==> config.mk <==
export PLATFORM = sky130hd
export DESIGN_NAME = mem_arbiter_2req
export DESIGN_NICKNAME = d
export VERILOG_FILES = /design/src/rtl/mem_pkg.sv /design/src/rtl/rr_arbiter_2.sv /design/src/rtl/mem_arbiter_2req.sv
export SDC_FILE = /design/constraint.sdc
export NUM_CORES = 1
export LEC_CHECK = 0
export CORE_AREA = 2 2 61 63
export CTS_BUF_LIST = sky130_fd_sc_hd__clkbuf_16
export CTS_CLUSTER_SIZE = 16
export DETAILED_ROUTE_END_ITERATION = 6
export DIE_AREA = 0 0 63 65
export MAX_ROUTING_LAYER = met4
export PLACE_DENSITY = 0.81
export SYNTH_ARGS = -nofsm -noshare
export SYNTH_HDL_FRONTEND = slang
export SYNTH_SLANG_ARGS = --single-unit
==> constraint.sdc <==
create_clock -name clk -period 3.4 [get_ports clk]
set_input_delay 0.68 -clock clk [delete_from_list [all_inputs] [get_ports clk]]
set_output_delay 0.68 -clock clk [all_outputs]
set_load 0.005 [all_outputs]
==> src/rtl/mem_pkg.sv <==
// Shared definitions for the data-memory arbiter slice.
package mem_pkg;

  localparam int MEM_ADDR_W = 8;
  localparam int MEM_DATA_W = 8;

  // Requester indices into the packed request/response vectors.
  localparam int REQ_CPU = 0;
  localparam int REQ_DMA = 1;

  typedef enum logic {
    ARB_IDLE,
    ARB_LOCKED
  } arb_state_t;

endpackage

==> src/rtl/rr_arbiter_2.sv <==
// Two-way round-robin picker with its registered priority pointer.
// The pointer names the requester that wins the next tie.
module rr_arbiter_2
  import mem_pkg::*;
(
  input  logic       clk,
  input  logic       rst,
  input  logic [1:0] req,
  input  logic       advance,
  output logic [1:0] grant
);

  logic r_rr;

  // Single requester wins outright; a tie goes to the pointer.
  always_comb begin
    grant = req;
    if (req == 2'b11) begin
      grant = r_rr ? 2'b10 : 2'b01;
    end
  end

  // After a grant the loser of that grant gets priority next time.
  always_ff @(posedge clk) begin
    if (rst) begin
      r_rr <= 1'b0;
    end else if (advance) begin
      r_rr <= grant[REQ_CPU];
    end
  end

endmodule

==> src/rtl/mem_arbiter_2req.sv <==
// Shares one single-port data memory between the CPU LSU and the
// loader/debug DMA: round-robin grants, optional bounded burst lock,
// one-cycle registered read responses.
//
//   state      | meaning
//   ARB_IDLE   | round-robin between both requesters
//   ARB_LOCKED | only the lock owner may be granted; busy=1
module mem_arbiter_2req
  import mem_pkg::*;
#(
  parameter int ADDR_W    = MEM_ADDR_W,
  parameter int DATA_W    = MEM_DATA_W,
  parameter int BURST_MAX = 16
) (
  input  logic                  clk,
  input  logic                  rst,
  input  logic [1:0]            req_valid,
  output logic [1:0]            req_ready,
  input  logic [1:0]            req_we,
  input  logic [1:0]            req_lock,
  input  logic [2*ADDR_W-1:0]   req_addr,
  input  logic [2*DATA_W-1:0]   req_wdata,
  output logic [1:0]            rsp_valid,
  output logic [DATA_W-1:0]     rsp_rdata,
  output logic                  mem_we,
  output logic [ADDR_W-1:0]     mem_addr,
  output logic [DATA_W-1:0]     mem_wdata,
  input  logic [DATA_W-1:0]     mem_rdata,
  output logic                  busy
);

  // Count of the beat that ends a full-length burst.
  localparam logic [7:0] LP_LAST_BEAT = 8'(BURST_MAX - 1);
  localparam bit         LP_LOCK_EN   = (BURST_MAX > 1);

  arb_state_t        r_state, w_state_nxt;
  logic              r_owner, w_owner_nxt;
  logic [7:0]        r_count, w_count_nxt;
  logic [1:0]        r_rsp_valid;
  logic [DATA_W-1:0] r_rsp_rdata;
  logic [1:0]        w_req_elig;
  logic [1:0]        w_grant;
  logic              w_xfer;
  logic              w_win;

  // Reset blocks all grants; a held lock masks off the non-owner.
  always_comb begin
    w_req_elig = req_valid;
    if (rst) begin
      w_req_elig = 2'b00;
    end else if (r_state == ARB_LOCKED) begin
      w_req_elig = req_valid & (r_owner ? 2'b10 : 2'b01);
    end
  end

  rr_arbiter_2 u_rr (
    .clk     (clk),
    .rst     (rst),
    .req     (w_req_elig),
    .advance (w_xfer),
    .grant   (w_grant)
  );

  assign w_xfer    = |w_grant;
  assign w_win     = w_grant[REQ_DMA];
  assign req_ready = w_grant;

  // Steer the winner onto the memory; park the bus at address 0 when idle.
  always_comb begin
    mem_we    = 1'b0;
    mem_addr  = '0;
    mem_wdata = '0;
    if (w_xfer) begin
      mem_we    = req_we[w_win];
      mem_addr  = req_addr[w_win*ADDR_W +: ADDR_W];
      mem_wdata = req_wdata[w_win*DATA_W +: DATA_W];
    end
  end

  // Lock FSM next state. Leaving LOCKED needs no pointer fix-up: every
  // owner grant already pointed rr at the other requester.
  always_comb begin
    w_state_nxt = r_state;
    w_owner_nxt = r_owner;
    w_count_nxt = r_count;
    case (r_state)
      ARB_IDLE: begin
        if (LP_LOCK_EN && w_xfer && req_lock[w_win]) begin
          w_state_nxt = ARB_LOCKED;
          w_owner_nxt = w_win;
          w_count_nxt = 8'd1;
        end
      end
      ARB_LOCKED: begin
        if (!req_valid[r_owner]) begin
          w_state_nxt = ARB_IDLE;
          w_count_nxt = 8'd0;
        end else if (w_xfer) begin
          if (!req_lock[r_owner] || (r_count == LP_LAST_BEAT)) begin
            w_state_nxt = ARB_IDLE;
            w_count_nxt = 8'd0;
          end else begin
            w_count_nxt = r_count + 8'd1;
          end
        end
      end
      default: begin
        w_state_nxt = ARB_IDLE;
        w_count_nxt = 8'd0;
      end
    endcase
  end

  // Lock FSM registers.
  always_ff @(posedge clk) begin
    if (rst) begin
      r_state <= ARB_IDLE;
      r_owner <= 1'b0;
      r_count <= 8'd0;
    end else begin
      r_state <= w_state_nxt;
      r_owner <= w_owner_nxt;
      r_count <= w_count_nxt;
    end
  end

  // Capture read data at the accepting edge; response lasts one cycle.
  always_ff @(posedge clk) begin
    if (rst) begin
      r_rsp_valid <= 2'b00;
      r_rsp_rdata <= '0;
    end else begin
      r_rsp_valid <= w_grant & ~req_we;
      if (w_xfer && !req_we[w_win]) begin
        r_rsp_rdata <= mem_rdata;
      end
    end
  end

  assign rsp_valid = r_rsp_valid;
  assign rsp_rdata = r_rsp_rdata;
  assign busy      = (r_state == ARB_LOCKED);

endmodule
==> results of run 1 <==
worst reg2reg max path: stages, from the launching register on:
cell      delay, ps
dfxtp_1         550
nand2b_1        210
a311oi_2        360
buf_4           170
and2_1          340
o21ai_0         170
a32o_1          270
cell type report:
| class | count | area, µm² | area share |
|---|---|---|---|
| Clock buffer | 3 | 75.1 | 0.0334 |
| Clock inverter | 1 | 7.51 | 0.00334 |
| Inverter | 4 | 15.0 | 0.00668 |
| Multi-Input combinational cell | 135 | 826 | 0.367 |
| Sequential cell | 21 | 420 | 0.187 |
| Tap cell | 48 | 60.1 | 0.0267 |
| Timing Repair Buffer | 85 | 843 | 0.375 |
cells in the mapped netlist (2+ instances only):
library cell,number
nand2_1,36
dfxtp_1,21
o21ai_0,20
nor2_1,13
mux2i_1,9
a32o_1,6
clkbuf_1,5
nor2b_1,4
o21a_1,4
and3_1,3
inv_1,3
nand3_1,3
nor3_1,3
nor3b_1,3
nor4_1,3
o22ai_1,3
a21oi_1,2
and2_1,2
buf_4,2
buf_6,2
nand3b_1,2
cell families (layout without fill, tap and decap cells):
group                    count (synthesis)  count (layout)
AO/OA/AOI/OAI                           47              47
adder cells (fa/ha/maj)                  1               1
flip-flops                              21              21
AND/OR/NAND/NOR                         78              78
multiplexers                             9               9
buffers and inverters                   14              93
flip-flops by register name, indices dropped and copies added (netlist names):
signal / flops
u_rr.r_rr: 1
busy: 1
rsp_rdata: 8
r_count: 8
rsp_valid: 2
r_owner: 1
per-stage QoR:
step                cell area [µm²]   util  setup WS [ps]
detailed placement             2150  0.616            108
finish                         2250  0.643           84.3
floorplan                      1310      -            980
global route                   2250  0.643          0.875
CTS                            2240  0.640           86.7
global placement               2150  0.616           75.4
layer usage:
| layer | share of wire | track usage |
|---|---|---|
| met1 | 0.46 | 0.254 |
| met2 | 0.47 | 0.305 |
| met3 | 0.040 | 0.0434 |
| met4 | 0.027 | 0.0750 |
| met5 | 0 | - |
worst max path at each step:
stage	cells after the start	from	endpoint
3_3_place_gp	6	req_valid[0]	mem_we
2_1_floorplan	5	req_valid[0]	mem_addr[4]
5_1_grt	6	req_valid[0]	mem_we
3_5_place_dp	6	req_valid[0]	mem_we
6_report	6	req_valid[0]	mem_we
4_1_cts	6	req_valid[0]	mem_we
power breakdown:
group | internal (mW) | total, mW | leakage, nW | switching [mW]
clock network | 0.159 | 0.255 | 0.0371 | 0.0954
registers | 0.255 | 0.263 | 0.171 | 0.00825
logic | 0.120 | 0.191 | 0.641 | 0.0706
==> results.cfg, run 1 <==
[sta]
fin_skew_ps = 2.24
min_period_over_period = 0.975
maxSlewHeadroom = 0.525
maxSlewViolCount = 0
rsz0062_at_grt = no
fin_crit_ps = 3320
finalHoldViolCount = 0
tightest_slew_ps = 713
max_freq_ghz = 0.302
setup_tns_ps = 0
final-setup-viol-count = 0
timing.hold.ws_ps = 495

[synth]
synth_warnings = 0
synth_top_family_by_area = simple AND/OR/NAND/NOR gates
yosysTopAreaCellShare = 0.320
async_flop_share = 0
netlist_instances = 170
syn_nets = 219
synth_compound_area_frac = 0.258
ys_types = 42
synth_area_leaders = dfxtp_1, nand2_1, o21ai_0
synth_seq_cells = 21
synth_top_cell_by_area = dfxtp_1
synth_xor_area_frac = 0
synth-seq-area-share = 0.320
synth_area_um2 = 1310
synth_edf_count = 0
synth.mux.area_fraction = 0.0686
postSynthAreaPerCell_um2 = 7.72
ys.flop_type = dfxtp_1
yosys.area_share.simple = 0.285
synth-adder-area-share = 0.00953

[detailed_routing]
drtIter0Drc = 50
routed_via_density = 5.03
firstDrtPassIters = 4
drc = 0
vias = 1493
postRouteAntennaNets = 0
routed_wl_um = 4080
wire_per_inst_um = 13.7

[global_routing]
grt_pass1_wl_um = 6320
antenna_found_initial = 0
grt.overflow.total = 0
grt_max_degree = 34
grt.total_usage = 0.198
grt_pass1_vias = 1350

[pwr]
cellPowerDensity_nw_per_um2 = 316
leakage_nw = 0.849
finalPower_mw = 0.709
vdd_drop_max_uv = 326

[clock_network]
cts_tree = built
cts.path.max_buffers = 2
root_buffer = clkbuf_16
cts_buffers = 3
postCtsSetupRepairBufs = 0
cts_hold_buf = 0
h-tree-depth = 1
post_cts_resized = 0
clkTransAtPathRegs_ps = 60
worstSkewPairLatency_ps = 260
cts_sinks = 21

[worst_hold_path]
worst_hold_startpoint = rsp_rdata[5]$_SDFFE_PP0P_
hold_depth = 2
min_path_type = flip-flop to flip-flop
hold_end = rsp_rdata[5]$_SDFFE_PP0P_

[placed_design]
place_congestion = 0.816
place_hpwl_um = 2980
place_inst = 293
portBuffers = 77

[setup_path]
crit_top_cell = clkdlybuf4s50_1
slowest_stage = clkdlybuf4s50_1
arrival_ps = 2640
crit_family = buffers and inverters
reg2reg_to = r_count[6]$_SDFFE_PP0P_
rr_worst_depth = 6
startpoint_type = input pin
reg2reg_from = busy$_SDFF_PP0_
rrSetupSlack_ps = 1210
cp_slowest_stage_delay_ps = 530
path_class = input pin to primary output
critPathRequiredTime_ps = 2720
worst-path-buf-inv = 2
endpoint_kind = primary output
cp_cell_sequence = clkdlybuf4s50_1 -> or3b_2 -> a31oi_1 -> a21oi_1 -> nor2b_1 -> clkdlybuf4s50_1
crit_fanout = 4

[die]
rows = 22
dieArea_um2 = 4100
die_y_um = 65
die_w_um = 63
num_io_pins = 78
core_area_um2 = 3500
initial_utilization = 0.375

[flow_run]
maxCapViolations = 0

[run_status]
status = finished, final reports clean

[final_layout]
final_nets = 299
fillers = 310
final_common_cell = clkdlybuf4s50_1
final_cell_mix = clkdlybuf4s50_1, nand2_1, dfxtp_1
diodes = 0
layout-drive-gt1-share = 0.0843
final_cells = 297
syn2layout_area_growth_pct = 71.2
No activity file was read; power rests on OpenSTA's default activity.
==> run 2: changes to the inputs <==
--- a/config.mk
+++ b/config.mk
@@ -5,11 +5,11 @@
 export SDC_FILE = /design/constraint.sdc
 export NUM_CORES = 1
 export LEC_CHECK = 0
-export CORE_AREA = 2 2 61 63
+export CORE_AREA = 2 2 52 73
 export CTS_BUF_LIST = sky130_fd_sc_hd__clkbuf_16
 export CTS_CLUSTER_SIZE = 16
 export DETAILED_ROUTE_END_ITERATION = 6
-export DIE_AREA = 0 0 63 65
+export DIE_AREA = 0 0 54 75
 export MAX_ROUTING_LAYER = met4
 export PLACE_DENSITY = 0.81
 export SYNTH_ARGS = -nofsm -noshare
==> run 2 against run 1 <==
Sequential power is essentially flat. Setup slack better by 17 ps. Power shrank 1.5%. Critical endpoint unchanged. Worst hold slack got worse by 1.8 ps. Core utilization is 1.4 points higher. First-iteration DRC count is 52% lower. Largest power group unchanged. Clock skew is 1.8 ps higher. Register-to-register slack hardly changed. Via count up 1.5%. Clock power is 2% lower.
==> results.cfg, run 2 (synthesized netlist as in run 1, its figures left out) <==
[pwr]
cellPowerDensity_nw_per_um2 = 315
leakage_nw = 0.844
vdd_drop_max_uv = 320

[setup_path]
critPathRequiredTime_ps = 2720
startpoint_type = input pin
worst-path-buf-inv = 2
crit_family = buffers and inverters
slowest_stage = clkdlybuf4s50_1
path_class = input pin to primary output
cp_cell_sequence = clkdlybuf4s50_1 -> or3b_2 -> a31oi_1 -> a21oi_1 -> nor2b_1 -> clkdlybuf4s50_1
endpoint_kind = primary output
crit_top_cell = clkdlybuf4s50_1
arrival_ps = 2620
crit_fanout = 6
cp_slowest_stage_delay_ps = 570

[clock_network]
cts_buffers = 3
h-tree-depth = 1
root_buffer = clkbuf_16
worstSkewPairLatency_ps = 250
clkTransAtPathRegs_ps = 60
cts.path.max_buffers = 2
cts_sinks = 21
postCtsSetupRepairBufs = 0
cts_tree = built

[placed_design]
place_hpwl_um = 2950
place_area_um2 = 2140
pre_cts_ws_ps = 93.9
place_congestion = 0.842
portBuffers = 77

[detailed_routing]
routed_via_density = 5.26
drc = 0
routed_wl_um = 3850
firstDrtPassIters = 4
wire_per_inst_um = 13.4
drtIter0Drc = 24
vias = 1515
postRouteAntennaNets = 0

[global_routing]
gr-max-usage-layer = met2
groute.layer.met2.usage = 0.359
grt_pass1_wl_um = 5660
grt_pass1_vias = 1305
antenna_found_initial = 0
grt.met1_usage = 0.186
grt_max_degree = 35
grt.total_usage = 0.190
met3_usage = 0.0437
grt.overflow.total = 0

[die]
dieArea_um2 = 4050
num_io_pins = 78
rows = 25
die_y_um = 75
initial_utilization = 0.389
core_area_um2 = 3380
die_w_um = 54

[sta]
tightest_slew_ps = 702
fin_crit_ps = 3300
maxSlewViolCount = 0
setup_tns_ps = 0
fin_skew_ps = 4.00
rsz0062_at_grt = no
final-setup-viol-count = 0
timing.hold.ws_ps = 493
min_period_over_period = 0.970
finalHoldViolCount = 0
maxSlewHeadroom = 0.532
max_freq_ghz = 0.303
finalWorstSetupSlack_ps = 101

[final_layout]
syn2layout_area_growth_pct = 69.1
fin_util = 0.657
stdcell_area_um2 = 2220
final_cell_mix = clkdlybuf4s50_1, nand2_1, dfxtp_1
final_common_cell = clkdlybuf4s50_1
diodes = 0
final_nets = 298
layout-drive-gt1-share = 0.0726

[flow_run]
maxCapViolations = 0

[run_status]
status = finished, final reports clean

[worst_hold_path]
min_path_type = flip-flop to flip-flop
[run 2: changes by cell type in the layout (fill, tap and decap cells not counted), sizes merged]
| cell | before | now |
|---|---|---|
| buf | 8 | 7 |
| clkinv | 1 | 2 |
| clkinvlp | 1 | 0 |
[run 2: final cells by class]
cell class | count | area [µm²]
Clock inverter | 1 | 5.00
Clock buffer | 3 | 75.1
Inverter | 4 | 15.0
Multi-Input combinational cell | 135 | 818
Timing Repair Buffer | 84 | 836
Fill cell | 314 | 1160
Tap cell | 40 | 50.0
Sequential cell | 21 | 420
[run 2: worst min-delay path: stages, from the launching register on]
cell and delay, ps:
dfxtp_1 320, mux2i_1 70, nor2_1 70
[run 2: timing repair]
action,CTS,global route
endpoints found under the setup margin,0,3
gates resized for setup,0,2
hold buffers,0,0
[run 2: path summary, 6_finish.rpt]
kind	end	startpoint	slack [ps]	cells past startpoint
worst max-delay path	mem_we	req_valid[0]	100	6
worst min-delay path	rsp_rdata[0]$_SDFFE_PP0P_	rsp_rdata[0]$_SDFFE_PP0P_	490	2
worst max register to register	r_count[7]$_SDFFE_PP0P_	busy$_SDFF_PP0_	1200	6
worst min register to register	rsp_rdata[0]$_SDFFE_PP0P_	rsp_rdata[0]$_SDFFE_PP0P_	490	2
[run 2: stage by stage]
stage | instances | power (mW)
floorplan | 170 | 0.340
global placement | 284 | 0.453
CTS | 288 | 0.706
finish | 288 | 0.699
detailed placement | 284 | 0.456
global route | 288 | 0.734
[run 2: per-layer routing]
layer,vias to the layer above,part of all wire
li1,773,-
met1,676,0.36
met2,64,0.51
met3,2,0.13
met4,0,0.0070
met5,-,0
[run 2: power breakdown]
group / switching [mW] / leakage, nW / internal [mW]
registers: 0.00813 / 0.171 / 0.255
clock network: 0.0908 / 0.0409 / 0.158
logic: 0.0677 / 0.632 / 0.119
==> run 3: changes to the inputs <==
--- a/config.mk
+++ b/config.mk
@@ -5,13 +5,14 @@
 export SDC_FILE = /design/constraint.sdc
 export NUM_CORES = 1
 export LEC_CHECK = 0
-export CORE_AREA = 2 2 52 73
+export CORE_AREA = 2 2 51 72
 export CTS_BUF_LIST = sky130_fd_sc_hd__clkbuf_16
 export CTS_CLUSTER_SIZE = 16
 export DETAILED_ROUTE_END_ITERATION = 6
-export DIE_AREA = 0 0 54 75
+export DIE_AREA = 0 0 53 74
 export MAX_ROUTING_LAYER = met4
-export PLACE_DENSITY = 0.81
+export PLACE_DENSITY = 0.82
 export SYNTH_ARGS = -nofsm -noshare
 export SYNTH_HDL_FRONTEND = slang
+export SYNTH_HIERARCHICAL = 1
 export SYNTH_SLANG_ARGS = --single-unit
==> run 3 against run 2 <==
Via count is 7.3% lower. Combinational power about the same. Synthesized cell count decreased by 21%. Critical endpoint is now mem_wdata[6]. Largest cell class unchanged. Largest power group unchanged.
==> results.cfg, run 3 <==
[pwr]
p_switching_mw = 0.167
cellPowerDensity_nw_per_um2 = 325
pwr-share-comb = 0.270
pwr-share-seq = 0.376
leakage_nw = 0.819
switching_share = 0.237
clkPwrFrac = 0.354
vdd_drop_max_uv = 254
finalPower_mw = 0.704
p_int_mw = 0.538

[sta]
fin_crit_ps = 3300
min_period_over_period = 0.971
setup_tns_ps = 0
tightest_slew_ps = 666
fin_skew_ps = 2.02
maxSlewViolCount = 0
finalHoldViolCount = 0
maxSlewHeadroom = 0.547
rsz0062_at_grt = no
final-setup-viol-count = 0
max_freq_ghz = 0.303

[clock_network]
worstSkewPairLatency_ps = 250
h-tree-depth = 1
cts_tree = built
cts_buffers = 3
cts_sinks = 21
clkTransAtPathRegs_ps = 60
cts.path.max_buffers = 2
root_buffer = clkbuf_16
cts_hold_buf = 0

[worst_hold_path]
min_path_type = flip-flop to flip-flop
hold_end = rsp_rdata[3]$_SDFFE_PP0P_
worst_hold_startpoint = rsp_rdata[3]$_SDFFE_PP0P_
hold_depth = 2

[setup_path]
rrSetupSlack_ps = 970
reg2reg_from = busy$_SDFF_PP0_
critPathRequiredTime_ps = 2720
crit_fanout = 20
reg2reg_to = r_count[3]$_SDFFE_PP0P_
arrival_ps = 2620
startpoint_type = input pin
rr_worst_depth = 8
endpoint_kind = primary output
path_class = input pin to primary output

[synth]
synth_top_cell_by_area = dfxtp_1
synth_warnings = 6
synth-adder-area-share = 0.0100
synth_top_family_by_area = compound AO/OA/AOI/OAI gates
synth_area_leaders = dfxtp_1, a22o_1, mux2i_1
ys.flop_type = dfxtp_1
synth_area_um2 = 1250
synth-seq-area-share = 0.337
synth_xor_area_frac = 0
ys_types = 41
synth_compound_area_frac = 0.318
postSynthAreaPerCell_um2 = 9.25
yosysMostFrequentCell = dfxtp_1
synth.mux.area_fraction = 0.0832
yosysTopAreaCellShare = 0.337
synth_seq_cells = 21
synth_edf_count = 0
syn_nets = 184
yosys.area_share.simple = 0.194
netlist_instances = 135
async_flop_share = 0
yosys-top-cells-count = dfxtp_1, a22o_1, mux2i_1, nor2_1, nor2b_1

[detailed_routing]
wire_per_inst_um = 15.9
drtIter0Drc = 22
firstDrtPassIters = 4
postRouteAntennaNets = 0
drc = 0
routed_wl_um = 4020
vias = 1404
routed_via_density = 5.55

[global_routing]
grt_pass1_vias = 1405
grt_pass1_wl_um = 6150
grt.total_usage = 0.214
grt.overflow.total = 0
grt_max_degree = 22
antenna_found_initial = 0

[final_layout]
final_common_cell = clkdlybuf4s50_1
fin_util = 0.660
regArea_um2 = 420
multiInputGateArea_um2 = 767
syn2layout_area_growth_pct = 73.5
layout-drive-gt1-share = 0.103
final_cell_mix = clkdlybuf4s50_1, dfxtp_1, a22o_1
final_nets = 263
fillers = 293
diodes = 0

[placed_design]
place_congestion = 0.877
place_hpwl_um = 3070
portBuffers = 77

[die]
rows = 25
dieArea_um2 = 3920
die_y_um = 74
num_io_pins = 78
die_w_um = 53
initial_utilization = 0.380
core_area_um2 = 3280

[flow_run]
maxCapViolations = 0

[run_status]
status = finished, final reports clean
## run 3: changes by cell type after synthesis, moves of 4 or more
cell	change
o21a_1	-4
a32oi_1	+4
nor2_1	-4
a22o_1	+17
o31ai_2	+5
o21ai_0	-18
nand2_1	-33
a32o_1	-6
## run 3: cell families (layout without fill, tap and decap cells)
group | Yosys count | after routing
muxes | 10 | 10
adders and majority gates | 1 | 1
DFF | 21 | 21
buffers and inverters | 15 | 93
and+or+nand+nor | 40 | 40
AOI/OAI and AO/OA | 48 | 48
## run 3: critical path, cell delays in order
cell and delay [ps]:
clkdlybuf4s50_1 560, o211a_1 210, a21boi_2 280, buf_6 220
a22o_1 160, clkdlybuf4s50_1 510
## run 3: routing by layer
layer  part of all wire  global-route usage  up-vias
met3              0.073              0.0462        4
li1                   -                   -      679
met5                  0                   -        -
met4              0.013               0.105        0
met1               0.37               0.202      673
met2               0.55               0.396       48
## run 3: worst max path at each step
stage | start | end | slack, ps
finish | req_valid[1] | mem_wdata[6] | 100
global route | rst | mem_wdata[6] | 4
CTS | rst | mem_wdata[6] | 50
detailed placement | rst | mem_wdata[6] | 80
global placement | rst | mem_addr[3] | 130
floorplan | rst | mem_addr[6] | 270
## run 3: final cells by class
type / count / area share
flip-flops and latches: 21 / 0.194
clock inverters: 1 / 0.00231
repair buffers: 84 / 0.383
well taps: 40 / 0.0231
inverters: 5 / 0.00866
multi-input cells: 99 / 0.354
clock buffers: 3 / 0.0346
## run 3: power groups by stage
| stage | registers (mW) | logic, mW | clock network [mW] |
|---|---|---|---|
| after floorplan | 0.266 | 0.0698 | 0 |
| after global placement | 0.269 | 0.180 | 0 |
| after detailed placement | 0.270 | 0.186 | 0 |
| after CTS | 0.264 | 0.187 | 0.254 |
| after global routing | 0.266 | 0.203 | 0.264 |
| final | 0.265 | 0.190 | 0.250 |
## run 3: through the flow
| stage | instance area [µm²] | hold slack (ps) | setup WS (ps) | instances |
|---|---|---|---|---|
| finish | 2170 | 499 | 99.1 | 253 |
| detailed placement | 2060 | 487 | 80.3 | 248 |
| CTS | 2140 | 503 | 50.3 | 252 |
| global placement | 2060 | 475 | 128 | 248 |
| floorplan | 1250 | 463 | 273 | 135 |
| global route | 2170 | 523 | 4.01 | 253 |
## run 3: repair_timing
item / 4_1_cts / 5_1_grt
buffers inserted: 0 / 0
resized for setup: 0 / 6
setup endpoints to repair: 0 / 17
